### src/rtl/aqms_pkg.sv
// Shared types for the CPU I/O bridge: FSM states, decode classes and the
// addr[7:6] port-range codes for the VDP and counter/PSG windows.
package aqms_pkg;

  typedef enum logic [1:0] {
    ST_IDLE    = 2'd0,
    ST_WR      = 2'd1,
    ST_RD_SEL  = 2'd2,
    ST_RD_HOLD = 2'd3
  } state_e;

  typedef enum logic [1:0] {
    CLS_NONE = 2'd0,
    CLS_VDP  = 2'd1,
    CLS_CNT  = 2'd2,
    CLS_PSG  = 2'd3
  } cls_e;

  localparam logic [1:0] RANGE_CNT_PSG = 2'b01;
  localparam logic [1:0] RANGE_VDP     = 2'b10;

  // The 0x40-0x7F window is the counters on reads and the PSG on writes.
  function automatic cls_e decode_class(input logic [1:0] addr_hi, input logic is_write);
    cls_e cls;
    case (addr_hi)
      RANGE_VDP:     cls = CLS_VDP;
      RANGE_CNT_PSG: cls = is_write ? CLS_PSG : CLS_CNT;
      default:       cls = CLS_NONE;
    endcase
    return cls;
  endfunction

endpackage

### src/rtl/vdp_io_bridge.sv
// Z80 I/O cycle decoder driving the VDP register-port handshake, the PSG
// write strobe and the registered CPU read-back byte.
module vdp_io_bridge
  import aqms_pkg::*;
(
  input  logic       clk,
  input  logic       reset_n,
  input  logic [7:0] cpu_addr,
  input  logic       cpu_iorq_n,
  input  logic       cpu_rd_n,
  input  logic       cpu_wr_n,
  input  logic [7:0] cpu_wrdata,
  output logic [7:0] cpu_rddata,
  output logic       cpu_rddata_oe,
  output logic       io_portsel,
  output logic [7:0] io_wrdata,
  output logic       io_wren,
  output logic       io_wrdone,
  output logic       io_rddone,
  input  logic [7:0] io_rddata,
  input  logic [7:0] vcnt,
  input  logic [7:0] hcnt,
  output logic       psg_wren,
  output logic [7:0] psg_wrdata
);

  state_e     state_q, state_d;
  cls_e       cls_q, cls_d;
  logic       a0_q, a0_d;
  logic       io_portsel_q, io_portsel_d;
  logic [7:0] io_wrdata_q, io_wrdata_d;
  logic [7:0] psg_wrdata_q, psg_wrdata_d;
  logic [7:0] cpu_rddata_q, cpu_rddata_d;
  logic       oe_q, oe_d;
  logic       io_wren_q, io_wren_d;
  logic       io_wrdone_q, io_wrdone_d;
  logic       io_rddone_q, io_rddone_d;
  logic       psg_wren_q, psg_wren_d;

  logic       wr_req_s, rd_req_s, wr_rel_s, rd_rel_s;
  cls_e       cls_det_s;
  logic       unused_addr_s;

  assign wr_req_s  = !cpu_iorq_n && !cpu_wr_n && cpu_rd_n;
  assign rd_req_s  = !cpu_iorq_n && !cpu_rd_n && cpu_wr_n;
  assign wr_rel_s  = cpu_iorq_n || cpu_wr_n;
  assign rd_rel_s  = cpu_iorq_n || cpu_rd_n;
  assign cls_det_s = decode_class(cpu_addr[7:6], wr_req_s);
  assign unused_addr_s = ^cpu_addr[5:1];

  // Next-state, decode latching and pulse generation.
  always_comb begin
    state_d      = state_q;
    cls_d        = cls_q;
    a0_d         = a0_q;
    io_portsel_d = io_portsel_q;
    io_wrdata_d  = io_wrdata_q;
    psg_wrdata_d = psg_wrdata_q;
    cpu_rddata_d = cpu_rddata_q;
    oe_d         = oe_q;
    io_wren_d    = 1'b0;
    io_wrdone_d  = 1'b0;
    io_rddone_d  = 1'b0;
    psg_wren_d   = 1'b0;

    case (state_q)
      ST_IDLE: begin
        if (wr_req_s || rd_req_s) begin
          state_d = wr_req_s ? ST_WR : ST_RD_SEL;
          cls_d   = cls_det_s;
          a0_d    = cpu_addr[0];
          case (cls_det_s)
            CLS_VDP: begin
              io_portsel_d = cpu_addr[0];
              if (wr_req_s) begin
                io_wrdata_d = cpu_wrdata;
                io_wren_d   = 1'b1;
              end else begin
                oe_d = 1'b1;
              end
            end
            CLS_PSG: begin
              psg_wrdata_d = cpu_wrdata;
              psg_wren_d   = 1'b1;
            end
            CLS_CNT: oe_d = 1'b1;
            default: ;
          endcase
        end else begin
          state_d = ST_IDLE;
        end
      end
      ST_WR: begin
        if (wr_rel_s) begin
          state_d     = ST_IDLE;
          io_wrdone_d = (cls_q == CLS_VDP);
        end else begin
          state_d = ST_WR;
        end
      end
      ST_RD_SEL: begin
        // Capture happens even if the CPU already let go; RD_HOLD then exits.
        state_d = ST_RD_HOLD;
        case (cls_q)
          CLS_VDP: cpu_rddata_d = io_rddata;
          CLS_CNT: cpu_rddata_d = a0_q ? hcnt : vcnt;
          default: ;
        endcase
      end
      ST_RD_HOLD: begin
        if (rd_rel_s) begin
          state_d     = ST_IDLE;
          oe_d        = 1'b0;
          io_rddone_d = (cls_q == CLS_VDP);
        end else begin
          state_d = ST_RD_HOLD;
        end
      end
      default: state_d = ST_IDLE;
    endcase
  end

  // State and output registers.
  always_ff @(posedge clk or negedge reset_n) begin
    if (!reset_n) begin
      state_q      <= ST_IDLE;
      cls_q        <= CLS_NONE;
      a0_q         <= 1'b0;
      io_portsel_q <= 1'b0;
      io_wrdata_q  <= 8'h00;
      psg_wrdata_q <= 8'h00;
      cpu_rddata_q <= 8'h00;
      oe_q         <= 1'b0;
      io_wren_q    <= 1'b0;
      io_wrdone_q  <= 1'b0;
      io_rddone_q  <= 1'b0;
      psg_wren_q   <= 1'b0;
    end else begin
      state_q      <= state_d;
      cls_q        <= cls_d;
      a0_q         <= a0_d;
      io_portsel_q <= io_portsel_d;
      io_wrdata_q  <= io_wrdata_d;
      psg_wrdata_q <= psg_wrdata_d;
      cpu_rddata_q <= cpu_rddata_d;
      oe_q         <= oe_d;
      io_wren_q    <= io_wren_d;
      io_wrdone_q  <= io_wrdone_d;
      io_rddone_q  <= io_rddone_d;
      psg_wren_q   <= psg_wren_d;
    end
  end

  assign cpu_rddata    = cpu_rddata_q;
  assign cpu_rddata_oe = oe_q;
  assign io_portsel    = io_portsel_q;
  assign io_wrdata     = io_wrdata_q;
  assign io_wren       = io_wren_q;
  assign io_wrdone     = io_wrdone_q;
  assign io_rddone     = io_rddone_q;
  assign psg_wren      = psg_wren_q;
  assign psg_wrdata    = psg_wrdata_q;

endmodule

### config.mk
export PLATFORM = sky130hd
export DESIGN_NAME = vdp_io_bridge
export DESIGN_NICKNAME = d
export VERILOG_FILES = /design/src/rtl/aqms_pkg.sv /design/src/rtl/vdp_io_bridge.sv
export SDC_FILE = /design/constraint.sdc
export NUM_CORES = 1
export LEC_CHECK = 0
export CAP_MARGIN = 5
export CORE_MARGIN = 10
export CORE_UTILIZATION = 30
export DETAILED_ROUTE_END_ITERATION = 8
export GPL_TIMING_DRIVEN = 0
export PLACE_DENSITY = 0.67
export SLEW_MARGIN = 20
export SYNTH_ARGS = -nofsm -noshare
export SYNTH_HDL_FRONTEND = slang
export SYNTH_SLANG_ARGS = --single-unit
### constraint.sdc
create_clock -name clk -period 2.64 [get_ports clk]
set_clock_uncertainty 0.1 [all_clocks]
set_input_delay 0.396 -clock clk [delete_from_list [all_inputs] [get_ports clk]]
set_output_delay 0.396 -clock clk [all_outputs]
set_load 0.01 [all_outputs]
Word level (Yosys, flattened, before mapping)
Cells that the tools add are included.
Widths: inputs -> output; s select.
{"block": "totals", "input_bits": 45, "elab_cells": 70, "regBits": 35}
{"block": "classes", "eq_ne": 14, "n_reduce_logical": 19, "muxes": 25}
{"operator": "$mux 1", "count": 16}
{"operator": "$pmux 8 s2", "count": 1}
{"operator": "$eq 2x2->1 const B", "count": 6}
{"operator": "$eq 2x1->1 const B", "count": 4}
{"operator": "$mux 8", "count": 1}
{"operator": "$pmux 2 s4", "count": 1}
{"operator": "$mux 2", "count": 3}
{"operator": "$reduce_and 3->1", "count": 2}
{"operator": "$reduce_and 5->1", "count": 1}
{"operator": "$logic_and 1x1->1", "count": 4}
{"operator": "$ne 2x2->1 const B", "count": 2}
{"operator": "$pmux 1 s2", "count": 2}
{"operator": "$pmux 2 s2", "count": 1}
{"operator": "$reduce_and 2->1", "count": 2}
{"operator": "$reduce_and 4->1", "count": 1}
{"operator": "$reduce_bool 2->1", "count": 2}
{"operator": "$logic_not 1->1", "count": 3}
{"operator": "$logic_or 1x1->1", "count": 3}
{"operator": "$ne 3x1->1 const B", "count": 1}
{"operator": "$ne 3x3->1 const B", "count": 1}
{"operator": "$logic_not 2->1", "count": 1}

Logic depth before layout (Yosys ltp)
Gate-level depths: netlist of run 1.
{"block": "depth", "depth_word": 9, "mapped_depth": 7, "ltp_nobuf": 6}

Worst setup path before layout of run 1
No wires, ideal clock.
{"block": "synth_path", "path_type": "register -> register", "from": "register state_q[0]", "to": "register psg_wrdata_q[0] (netlist: psg_wrdata[0])", "stages_incl_launch_ff": 7, "required_ns": 2.415, "path_slack_ns": 0.816, "n_path_buf": 1, "arrival_ns": 1.599, "setup_ns": 0.125, "cell_sequence": "dfrtp_1 > inv_1 > ha_1 > nor3b_4 > and3_1 > buf_6 > mux2_4"}
{"block": "synth_via", "elab_chain_len": 2}
{"item": "from (decl)", "line_no": "vdp_io_bridge.sv:27", "source": "state_e state_q, state_d;"}
{"item": "from (signal assigned)", "line_no": "vdp_io_bridge.sv:139", "source": "state_q <= state_d;"}
{"item": "$logic_not 2->1", "line_no": "vdp_io_bridge.sv:66", "source": "case (state_q)"}
{"item": "$reduce_and 3->1 (no source line)"}
{"item": "to (signal assigned)", "line_no": "vdp_io_bridge.sv:144", "source": "psg_wrdata_q <= psg_wrdata_d;"}
{"item": "to (decl)", "line_no": "vdp_io_bridge.sv:32", "source": "logic [7:0] psg_wrdata_q, psg_wrdata_d;"}
No other way between the ends.
A chain may end at the register's enable or synchronous reset.

Worst setup path in the final report of run 1
{"block": "layout_path", "from": "input cpu_addr[6]", "to": "register oe_q (netlist: cpu_rddata_oe)"}
{"block": "layout_via", "elab_chain_len": 6}
{"item": "from (decl)", "line_no": "vdp_io_bridge.sv:8", "source": "input logic [7:0] cpu_addr,"}
{"item": "$eq 2x1->1 or $eq 2x2->1 (tied branches)", "line_no": "aqms_pkg.sv:25", "source": "case (addr_hi)"}
{"item": "$pmux 2 s2 *", "line_no": "aqms_pkg.sv:25"}
{"item": "$eq 2x2->1 or $eq 2x1->1 (tied branches)", "line_no": "vdp_io_bridge.sv:72", "source": "case (cls_det_s)"}
{"item": "$pmux 1 s2", "line_no": "vdp_io_bridge.sv:72"}
{"item": "$mux 1", "line_no": "vdp_io_bridge.sv:68", "source": "if (wr_req_s || rd_req_s) begin"}
{"item": "$pmux 1 s2", "line_no": "vdp_io_bridge.sv:66"}
{"item": "to (signal assigned)", "line_no": "vdp_io_bridge.sv:133", "source": "oe_q <= 1'b0;"}
{"item": "to (signal assigned)", "line_no": "vdp_io_bridge.sv:146", "source": "oe_q <= oe_d;"}
{"item": "to (decl)", "line_no": "vdp_io_bridge.sv:34", "source": "logic oe_q, oe_d;"}
Every way passes the cells marked *; elsewhere a longest branch is shown, timed or not. The select of a mux whose other input is x is not followed.

==> results.tsv, run 1 <==
stage	metric	value	unit
critical_path	startpoint types	input port	
sta	max frequency	0.471	GHz
critical_path	Crit Path Class	input port to register	
synthesis	Synth top cells by count	46 x nand2_1, 35 x dfrtp_1, 18 x o21ai_0	
synthesis	most numerous cell in the Yosys netlist	nand2_1	
sta	final hold slack	0.276	ns
cts	clock insertion delay at the later pin of the skew report	0.28	ns
sta	Sum Neg Setup Slack	0	ns
sta	Rel. slew slack	73.6	%
power_and_ir_drop	Leakage	1.21	nW
synthesis	Synth Cell Area	0.00174	mm²
detailed_routing	final antenna-violating net count	0	
cts	Max clock buf depth	2	
critical_path	R2R depth	6	
grt	number of global-route vias before repair	1415	
synthesis	Syn Area/Cell	10.6	µm²
synthesis	synth unique cells	30	
grt	largest net degree at the start of global routing	33	
floorplan	Initial Util	31.3	%
synthesis	ys flop type	dfrtp_1	
sta	final setup fails	0	
cells_and_area	fraction of layout cells with a size suffix above 1	12.0	%
floorplan	die width	96.3	µm
critical_path	CP Data Required Time	2.75	ns
floorplan	area of the core	0.00557	mm²
sta	slew at the pin closest to its max-slew limit	0.396	ns
synthesis	Synth top area share	50.2	%
synthesis	register area share after synthesis	50.2	%
grt	first-pass GRT wire length	6930	µm
cells_and_area	Layout Nets	295	
sta	final worst-path cycle share	80.4	%
placement	placer congestion estimate	0.812	
sta	final hold violations	0	
placement	Port Buffers	67	
power_and_ir_drop	Pwr Density	875	mW/mm²
sta	Slew Viols, Final	0	
detailed_routing	Vias	1377	
worst_hold_path	Hold EP	state_q[1]	
worst_hold_path	worst hold-check path type	input port to register	
cts	clk sinks	35	
detailed_routing	first drt pass iteration count	4	
cts	H-tree levels	2	
cts	Root Driver	clkbuf_8	
cts	clock transition at the registers of the reported paths	0.07	ns
critical_path	Worst Path Max Fanout	2	
cells_and_area	Layout Area Growth over Synthesis	50.8	%
sta	RSZ-0062 raised after global routing	no	
critical_path	reg-to-reg critical path startpoint	state_q[0]	
detailed_routing	via/cell ratio	4.39	
placement	pre-CTS setup slack	0.211	ns
worst_hold_path	hold path cells	3	
detailed_routing	DR WL/cell	14.0	µm
synthesis	Yosys reg bits	35	
placement	DP Wirelength	3570	µm
floorplan	Die ar.	0.00926	mm²
status	status	finished clean	
critical_path	worst path arrival time	2.23	ns
detailed_routing	WL final	4390	µm
synthesis	FFs w/ async S/R, synth	100	%
critical_path	R2R Path End	psg_wrdata[2]	
synthesis	Post-Syn Instances	165	
cells_and_area	flip-flop and latch area	876	µm²
worst_hold_path	Hold Crit Start	cpu_wr_n	
floorplan	cell row count	27	
cells_and_area	FILL cells	531	
critical_path	FF-to-FF setup slack	0.65	ns
synthesis	Post-synth EDFFs	0	
cts	clock buffer count from CTS	5	
grt	initial antenna violation count	0	
power_and_ir_drop	Max VDD drop	0.282	mV
detailed_routing	initial DRC count	26	
cells_and_area	area of the multi-input gates	774	µm²
cts	setup repair bufs after CTS	0	
cells_and_area	n_diodes	0	
cts	TritonCTS clock tree	yes	
job	max-cap violations	0	
synthesis	area leader, netlist	dfrtp_1	
synthesis	synth warn	0	
synthesis	synth top area cells	dfrtp_1 50%, nand2_1 9.9%, mux2_4 6.9%, ha_1 6.5%, mux2i_1 5.2%	
critical_path	kind of end point of the critical path	register	
floorplan	IO Count	75	
detailed_routing	Remaining DRCs	0	
synthesis	syn_nets	219	
sta	final worst path period need	2.12	ns
floorplan	Die Ht	96.3	µm
sta	setup ws final	0.517	ns
grt	GRT Total Usage	9.62	%
grt	GR Overflow Total	0	
## critical path, cell delays in order
cell             delay (ns)
clkdlybuf4s50_1        0.48
inv_1                  0.05
ha_1                   0.28
o21ai_1                0.06
a211o_1                0.32
a2111oi_2              0.43
mux2i_1                0.22
## power breakdown
group / switching, mW / total (mW) / leakage, nW / internal, mW
registers: 0.103 / 0.838 / 0.451 / 0.735
clock network: 0.178 / 0.416 / 0.0515 / 0.238
logic: 0.471 / 1.05 / 0.710 / 0.576
total: 0.753 / 2.30 / 1.21 / 1.55
## final cells by class
cell class,count,share of cell area [%]
buffer,6,1.76
clock buffer,8,3.81
inverter,12,1.81
multi-input combinational,112,29.4
sequential,35,33.3
tap,72,3.43
timing repair buffer,69,26.5
## stage by stage
| step | instances | util [%] | instance area [µm²] | power [mW] |
|---|---|---|---|---|
| 4_1_cts | 314 | 47.2 | 2630 | 2.34 |
| 3_5_place_dp | 305 | 45.2 | 2520 | 1.92 |
| 3_3_place_gp | 304 | 44.9 | 2500 | 1.89 |
| 6_report | 314 | 47.2 | 2630 | 2.30 |
| 5_1_grt | 314 | 47.2 | 2630 | 2.49 |
| 2_1_floorplan | 165 | - | 1740 | 1.38 |
## layout by cell type, fill, tap and decap left out, drive strengths merged, types with 4 or more instances in the layout
cell / count
mux2: 10
inv: 12
o21ai: 19
mux2i: 9
buf: 7
dfrtp: 35
ha: 9
nand2: 46
clkbuf: 9
clkdlybuf4s50: 66
nor2: 4
## flip-flops by register name, indices dropped and copies added (netlist names)
register	cells
state_q	2
cpu_rddata	8
io_wrdone	1
psg_wrdata	8
a0_q	1
cpu_rddata_oe	1
psg_wren	1
io_wren	1
cls_q	2
io_portsel	1
io_wrdata	8
io_rddone	1
## layer usage
metal	share of wire (%)	global-route usage [%]	vias to the layer above
li1	-	-	697
met3	6.1	2.33	5
met1	39	10.7	644
met4	1.5	4.05	0
met5	0	0	-
met2	53	17.1	31
## how the worst max path moves through the flow
stage                start       endpoint  slack [ns]
5_1_grt        cpu_addr[6]  cpu_rddata_oe        0.33
3_3_place_gp   cpu_addr[6]  cpu_rddata_oe        0.22
6_report       cpu_addr[6]  cpu_rddata_oe        0.52
3_5_place_dp   cpu_addr[6]  cpu_rddata_oe        0.21
4_1_cts        cpu_addr[6]  cpu_rddata_oe        0.51
2_1_floorplan   state_q[0]  psg_wrdata[0]        0.82
## logic make-up after synthesis
kind of cell | synth area share (%)
buf+inv | 5.38
fa+ha+maj | 6.46
compound gates | 8.90
flops | 50.2
xor+xnor | 0.933
simple gates | 14.8
mux | 13.3
## what timing repair did
item | CTS | global route
hold buffers | 1 | 0
hold endpoints to repair | 3 | 0
resized for setup | 0 | 0
(Power assumes the default switching activity.)
==> run 2, diff against run 1 <==
- clock period: 2.64 -> 2.1 ns (I/O delays scaled with it)
==> results.tsv, run 2 (same netlist as run 1, synthesis figures left out) <==
stage	metric	value	unit	change
floorplan	cell row count	27		unchanged
critical_path	kind of end point of the critical path	register		unchanged
cts	Root Driver	clkbuf_8		unchanged
detailed_routing	final antenna-violating net count	0		unchanged
placement	Cell Area, Placed	0.00252	mm²	unchanged
sta	final worst-path cycle share	93.2	%	
detailed_routing	initial DRC count	27		was 26
grt	first-pass GRT wire length	6930	µm	unchanged
sta	Rel. slew slack	69.0	%	was 73.6%
sta	slew at the pin closest to its max-slew limit	0.464	ns	was 0.396 ns
grt	largest net degree at the start of global routing	33		unchanged
power_and_ir_drop	Tot Pwr	2.93	mW	was 2.30 mW
detailed_routing	WL final	4450	µm	was 4390 µm
cells_and_area	Layout Area Growth over Synthesis	52.6	%	was 50.8%
detailed_routing	first drt pass iteration count	6		was 4
floorplan	Initial Util	31.3	%	unchanged
critical_path	startpoint types	input port		unchanged
sta	final worst path period need	1.96	ns	
sta	final hold slack	0.196	ns	was 0.276 ns
cells_and_area	n_diodes	0		unchanged
cells_and_area	fin area	0.00266	mm²	was 0.00263 mm²
sta	final hold violations	0		unchanged
cts	clock transition at the registers of the reported paths	0.07	ns	about the same
placement	placer congestion estimate	0.812		unchanged
grt	GRT Total Usage	9.62	%	unchanged
cts	H-tree levels	2		unchanged
placement	Port Buffers	67		unchanged
detailed_routing	via/cell ratio	4.39		about the same
cells_and_area	Layout Nets	296		was 295
critical_path	Worst Path Max Fanout	9		was 2
status	status	finished clean		unchanged
cts	clock insertion delay at the later pin of the skew report	0.28	ns	about the same
floorplan	Die ar.	0.00926	mm²	unchanged
detailed_routing	Vias	1382		was 1,377
floorplan	die width	96.3	µm	unchanged
critical_path	worst path arrival time	2.03	ns	was 2.23 ns
cts	clock buffer count from CTS	5		unchanged
cts	Max clock buf depth	2		unchanged
placement	DP Wirelength	3570	µm	unchanged
cells_and_area	Layout Utilization	47.7	%	was 47.2%
sta	RSZ-0062 raised after global routing	no		unchanged
sta	final setup fails	0		unchanged
cts	TritonCTS clock tree	yes		unchanged
power_and_ir_drop	Pwr Density	1100	mW/mm²	was 875 mW/mm²
cts	clk sinks	35		unchanged
floorplan	Die Ht	96.3	µm	unchanged
job	max-cap violations	0		unchanged
cells_and_area	most common cell after layout, fill and taps aside	clkdlybuf4s50_1		unchanged
critical_path	CP Data Required Time	2.17	ns	was 2.75 ns
critical_path	Crit Path Class	input port to register		unchanged
cells_and_area	fraction of layout cells with a size suffix above 1	12.8	%	was 12.0%
floorplan	IO Count	75		unchanged
grt	GR Overflow Total	0		unchanged
cells_and_area	FILL cells	529		was 531
grt	initial antenna violation count	0		unchanged
cells_and_area	most frequent cells in the layout	66 x clkdlybuf4s50_1, 46 x nand2_1, 35 x dfrtp_1		unchanged
power_and_ir_drop	Max VDD drop	0.355	mV	was 0.282 mV
grt	number of global-route vias before repair	1415		unchanged
detailed_routing	DR WL/cell	14.1	µm	was 14.0 µm
sta	Sum Neg Setup Slack	0	ns	unchanged
worst_hold_path	worst hold-check path type	input port to register		unchanged
detailed_routing	Remaining DRCs	0		unchanged
floorplan	area of the core	0.00557	mm²	unchanged
power_and_ir_drop	Leakage	1.21	nW	about the same
sta	max frequency	0.511	GHz	
sta	Slew Viols, Final	0		unchanged
## run 2: metrics by stage
step	std cells	worst slack, ns
after floorplan	165	0.276
after global placement	304	-0.242
after detailed placement	305	-0.248
after CTS	314	0.0549
after global routing	315	0.0313
final	315	0.142
## run 2: path summary, 6_finish.rpt
path | startpoint | end | slack [ns] | cells after the start
hold / removal | cpu_wr_n | state_q[1] | 0.20 | 3
max in group asynchronous | reset_n | a0_q | 1.25 | 3
setup reg to reg | state_q[0] | psg_wrdata[1] | 0.17 | 6
setup / recovery | cpu_iorq_n | psg_wrdata[1] | 0.14 | 6
min in group asynchronous | reset_n | cpu_rddata[4] | 0.28 | 2
hold reg to reg | io_wrdata[0] | io_wrdata[0] | 0.38 | 2
## run 2: timing repair
item,in CTS,in global routing
hold buffers,1,0
setup buffers,0,1
endpoints found under the hold margin,35,0
setup endpoints to repair,0,1
resized for setup,0,3
## run 2: report_power, final
group | leakage [nW] | internal (mW) | switching (mW) | total [mW]
Sequential | 0.451 | 0.924 | 0.130 | 1.05
Clock | 0.0515 | 0.299 | 0.224 | 0.523
Combinational | 0.710 | 0.747 | 0.610 | 1.36
## run 2: worst max-delay path: stages
cell             delay (ns)
clkdlybuf4s50_1        0.58
nand4bb_1              0.27
a21oi_1                0.19
and3_1                 0.19
buf_6                  0.18
mux2_4                 0.31
## run 2: area by class of cell
| type | instances | area (µm²) | area share, % |
|---|---|---|---|
| clock buffer | 8 | 100 | 3.76 |
| inverter | 12 | 47.5 | 1.79 |
| sequential | 35 | 876 | 32.9 |
| multi-input combinational | 112 | 798 | 30.0 |
| buffer | 6 | 46.3 | 1.74 |
| timing repair buffer | 70 | 703 | 26.4 |
| tap | 72 | 90.1 | 3.39 |
## run 2: layer usage
layer | share of wire (%) | GRT usage, %
met1 | 39 | 10.7
met2 | 53 | 17.1
met3 | 6.2 | 2.33
met4 | 1.5 | 4.05
met5 | 0 | 0
==> run 3, diff against run 2 <==
- MAX_ROUTING_LAYER: default -> met4
==> results.tsv, run 3 (same netlist as run 1, synthesis figures left out) <==
stage	metric	value	unit	change
cts	H-tree levels	2		unchanged
sta	RSZ-0062 raised after global routing	no		unchanged
sta	Slew Viols, Final	0		unchanged
cells_and_area	most common cell after layout, fill and taps aside	clkdlybuf4s50_1		unchanged
grt	initial antenna violation count	0		unchanged
sta	max frequency	0.512	GHz	was 0.511 GHz
cells_and_area	FILL cells	529		unchanged
grt	global-route layer with the greatest usage	met2		unchanged
sta	slew at the pin closest to its max-slew limit	0.464	ns	about the same
cells_and_area	most frequent cells in the layout	66 x clkdlybuf4s50_1, 46 x nand2_1, 35 x dfrtp_1		unchanged
grt	GRT Total Usage	9.92	%	was 9.62%
grt	number of global-route vias before repair	1414		was 1,415
critical_path	CP cell instances	clkdlybuf4s50_1, nand4bb_1, a21oi_1, and3_1, buf_6, mux2_4		unchanged
cells_and_area	Layout Utilization	47.7	%	unchanged
critical_path	Buf/Inv on CP	2		unchanged
cts	clock transition at the registers of the reported paths	0.07	ns	about the same
cells_and_area	Non-Filler Instances	315		unchanged
power_and_ir_drop	Pwr Density	1100	mW/mm²	about the same
detailed_routing	DR WL/cell	14.1	µm	about the same
critical_path	reg-to-reg critical path startpoint	state_q[0]		unchanged
detailed_routing	WL final	4440	µm	was 4450 µm
sta	final worst path period need	1.95	ns	was 1.96 ns
sta	final setup fails	0		unchanged
cts	clock buffer count from CTS	5		unchanged
floorplan	die width	96.3	µm	unchanged
floorplan	area of the core	0.00557	mm²	unchanged
sta	final worst-path cycle share	93.1	%	was 93.2%
cts	Max clock buf depth	2		unchanged
detailed_routing	final antenna-violating net count	0		unchanged
critical_path	FF-to-FF setup slack	0.17	ns	about the same
critical_path	R2R Path End	psg_wrdata[1]		unchanged
floorplan	cell row count	27		unchanged
cells_and_area	area of the multi-input gates	798	µm²	unchanged
critical_path	R2R depth	6		unchanged
placement	placer congestion estimate	0.824		was 0.812
power_and_ir_drop	Leakage	1.21	nW	unchanged
grt	largest net degree at the start of global routing	33		unchanged
job	max-cap violations	0		unchanged
critical_path	kind of end point of the critical path	register		unchanged
worst_hold_path	Hold EP	state_q[1]		unchanged
critical_path	CP Data Required Time	2.17	ns	about the same
cts	clk sinks	35		unchanged
floorplan	IO Count	75		unchanged
detailed_routing	first drt pass iteration count	4		was 6
cells_and_area	Layout Area Growth over Synthesis	52.6	%	unchanged
critical_path	worst path arrival time	2.02	ns	was 2.03 ns
cells_and_area	Layout Nets	296		unchanged
critical_path	startpoint types	input port		unchanged
detailed_routing	Remaining DRCs	0		unchanged
grt	grt met3 use	2.02	%	was 2.33%
floorplan	Initial Util	31.3	%	unchanged
placement	placed cell count	305		unchanged
grt	first-pass GRT wire length	6940	µm	was 6930 µm
cells_and_area	fraction of layout cells with a size suffix above 1	12.8	%	unchanged
power_and_ir_drop	Max VDD drop	0.356	mV	was 0.355 mV
critical_path	CP delay by family, top	buffers and inverters		unchanged
status	status	finished clean		unchanged
grt	GR Overflow Total	0		unchanged
cts	Root Driver	clkbuf_8		unchanged
critical_path	Worst Path Max Fanout	9		unchanged
critical_path	crit path max-delay cell type	clkdlybuf4s50_1		unchanged
grt	met1 Track Usage GR	10.9	%	was 10.7%
cells_and_area	n_diodes	0		unchanged
critical_path	CP max stage delay	0.58	ns	about the same
critical_path	Crit Path Class	input port to register		unchanged
placement	Port Buffers	67		unchanged
cts	clock insertion delay at the later pin of the skew report	0.28	ns	about the same
detailed_routing	Vias	1382		unchanged
worst_hold_path	Hold Crit Start	cpu_wr_n		unchanged
sta	final hold violations	0		unchanged
detailed_routing	initial DRC count	29		was 27
floorplan	Die Ht	96.3	µm	unchanged
detailed_routing	via/cell ratio	4.39		unchanged
floorplan	Die ar.	0.00926	mm²	unchanged
worst_hold_path	hold path cells	3		unchanged
sta	Rel. slew slack	69.0	%	about the same
worst_hold_path	worst hold-check path type	input port to register		unchanged
cts	TritonCTS clock tree	yes		unchanged
placement	DP Wirelength	3570	µm	unchanged
grt	GRT met2 Usage	17.0	%	was 17.1%
cells_and_area	flip-flop and latch area	876	µm²	unchanged
## run 3: cell counts in the layout (fill, tap and decap cells not counted)
No cell type changed its count.
## run 3: final cells by class
type                    instances  share of cell area, %
repair buffers                 70                   26.4
clock buffers                   8                   3.76
well taps                      72                   3.39
multi-input cells             112                   30.0
flip-flops and latches         35                   32.9
plain buffers                   6                   1.74
inverters                      12                   1.79
## run 3: per-layer routing
metal	up-vias	share of wire (%)
met2	31	53
met3	5	5.4
li1	698	-
met5	-	0
met4	0	1.5
met1	648	40
## run 3: what timing repair did
action                                  4_1_cts  5_1_grt
resized for setup                             0        3
hold buffers                                  1        0
buffers inserted                              0        1
endpoints found under the setup margin        0        1
endpoints found under the hold margin        35        0
## run 3: power by group
group	internal (mW)	switching [mW]	leakage [nW]	total, mW
sequential	0.924	0.130	0.451	1.05
clock	0.299	0.225	0.0515	0.524
combinational	0.747	0.609	0.710	1.36
total	1.97	0.964	1.21	2.93
## run 3: worst max-delay path by stage
stage	start	endpoint	slack, ns	cells past startpoint
2_1_floorplan	state_q[0]	psg_wrdata[0]	0.28	6
3_3_place_gp	cpu_addr[6]	cpu_rddata_oe	-0.24	7
3_5_place_dp	cpu_addr[6]	cpu_rddata_oe	-0.25	7
4_1_cts	cpu_addr[6]	cpu_rddata_oe	0.05	7
5_1_grt	cpu_iorq_n	psg_wrdata[2]	0.03	6
6_report	cpu_iorq_n	psg_wrdata[1]	0.15	6
## run 3: worst reg2reg max path, stage by stage, from the launching register on
cell and delay, ns:
dfrtp_1 0.40, inv_1 0.11, ha_1 0.30, nor3b_4 0.23, and3_1 0.19, buf_6 0.17, mux2_4 0.32
## run 3: metrics by stage
step           setup TNS (ns)  setup WS, ns  total power [mW]  hold WS, ns  cell area, µm²
2_1_floorplan               0         0.276              1.74      -0.0806            1740
3_3_place_gp            -6.92        -0.242              2.38        0.359            2500
3_5_place_dp            -1.41        -0.248              2.41       0.0345            2520
4_1_cts                     0        0.0549              2.94        0.192            2630
5_1_grt                     0        0.0286              3.17        0.201            2660
6_report                    0         0.145              2.93        0.196            2660
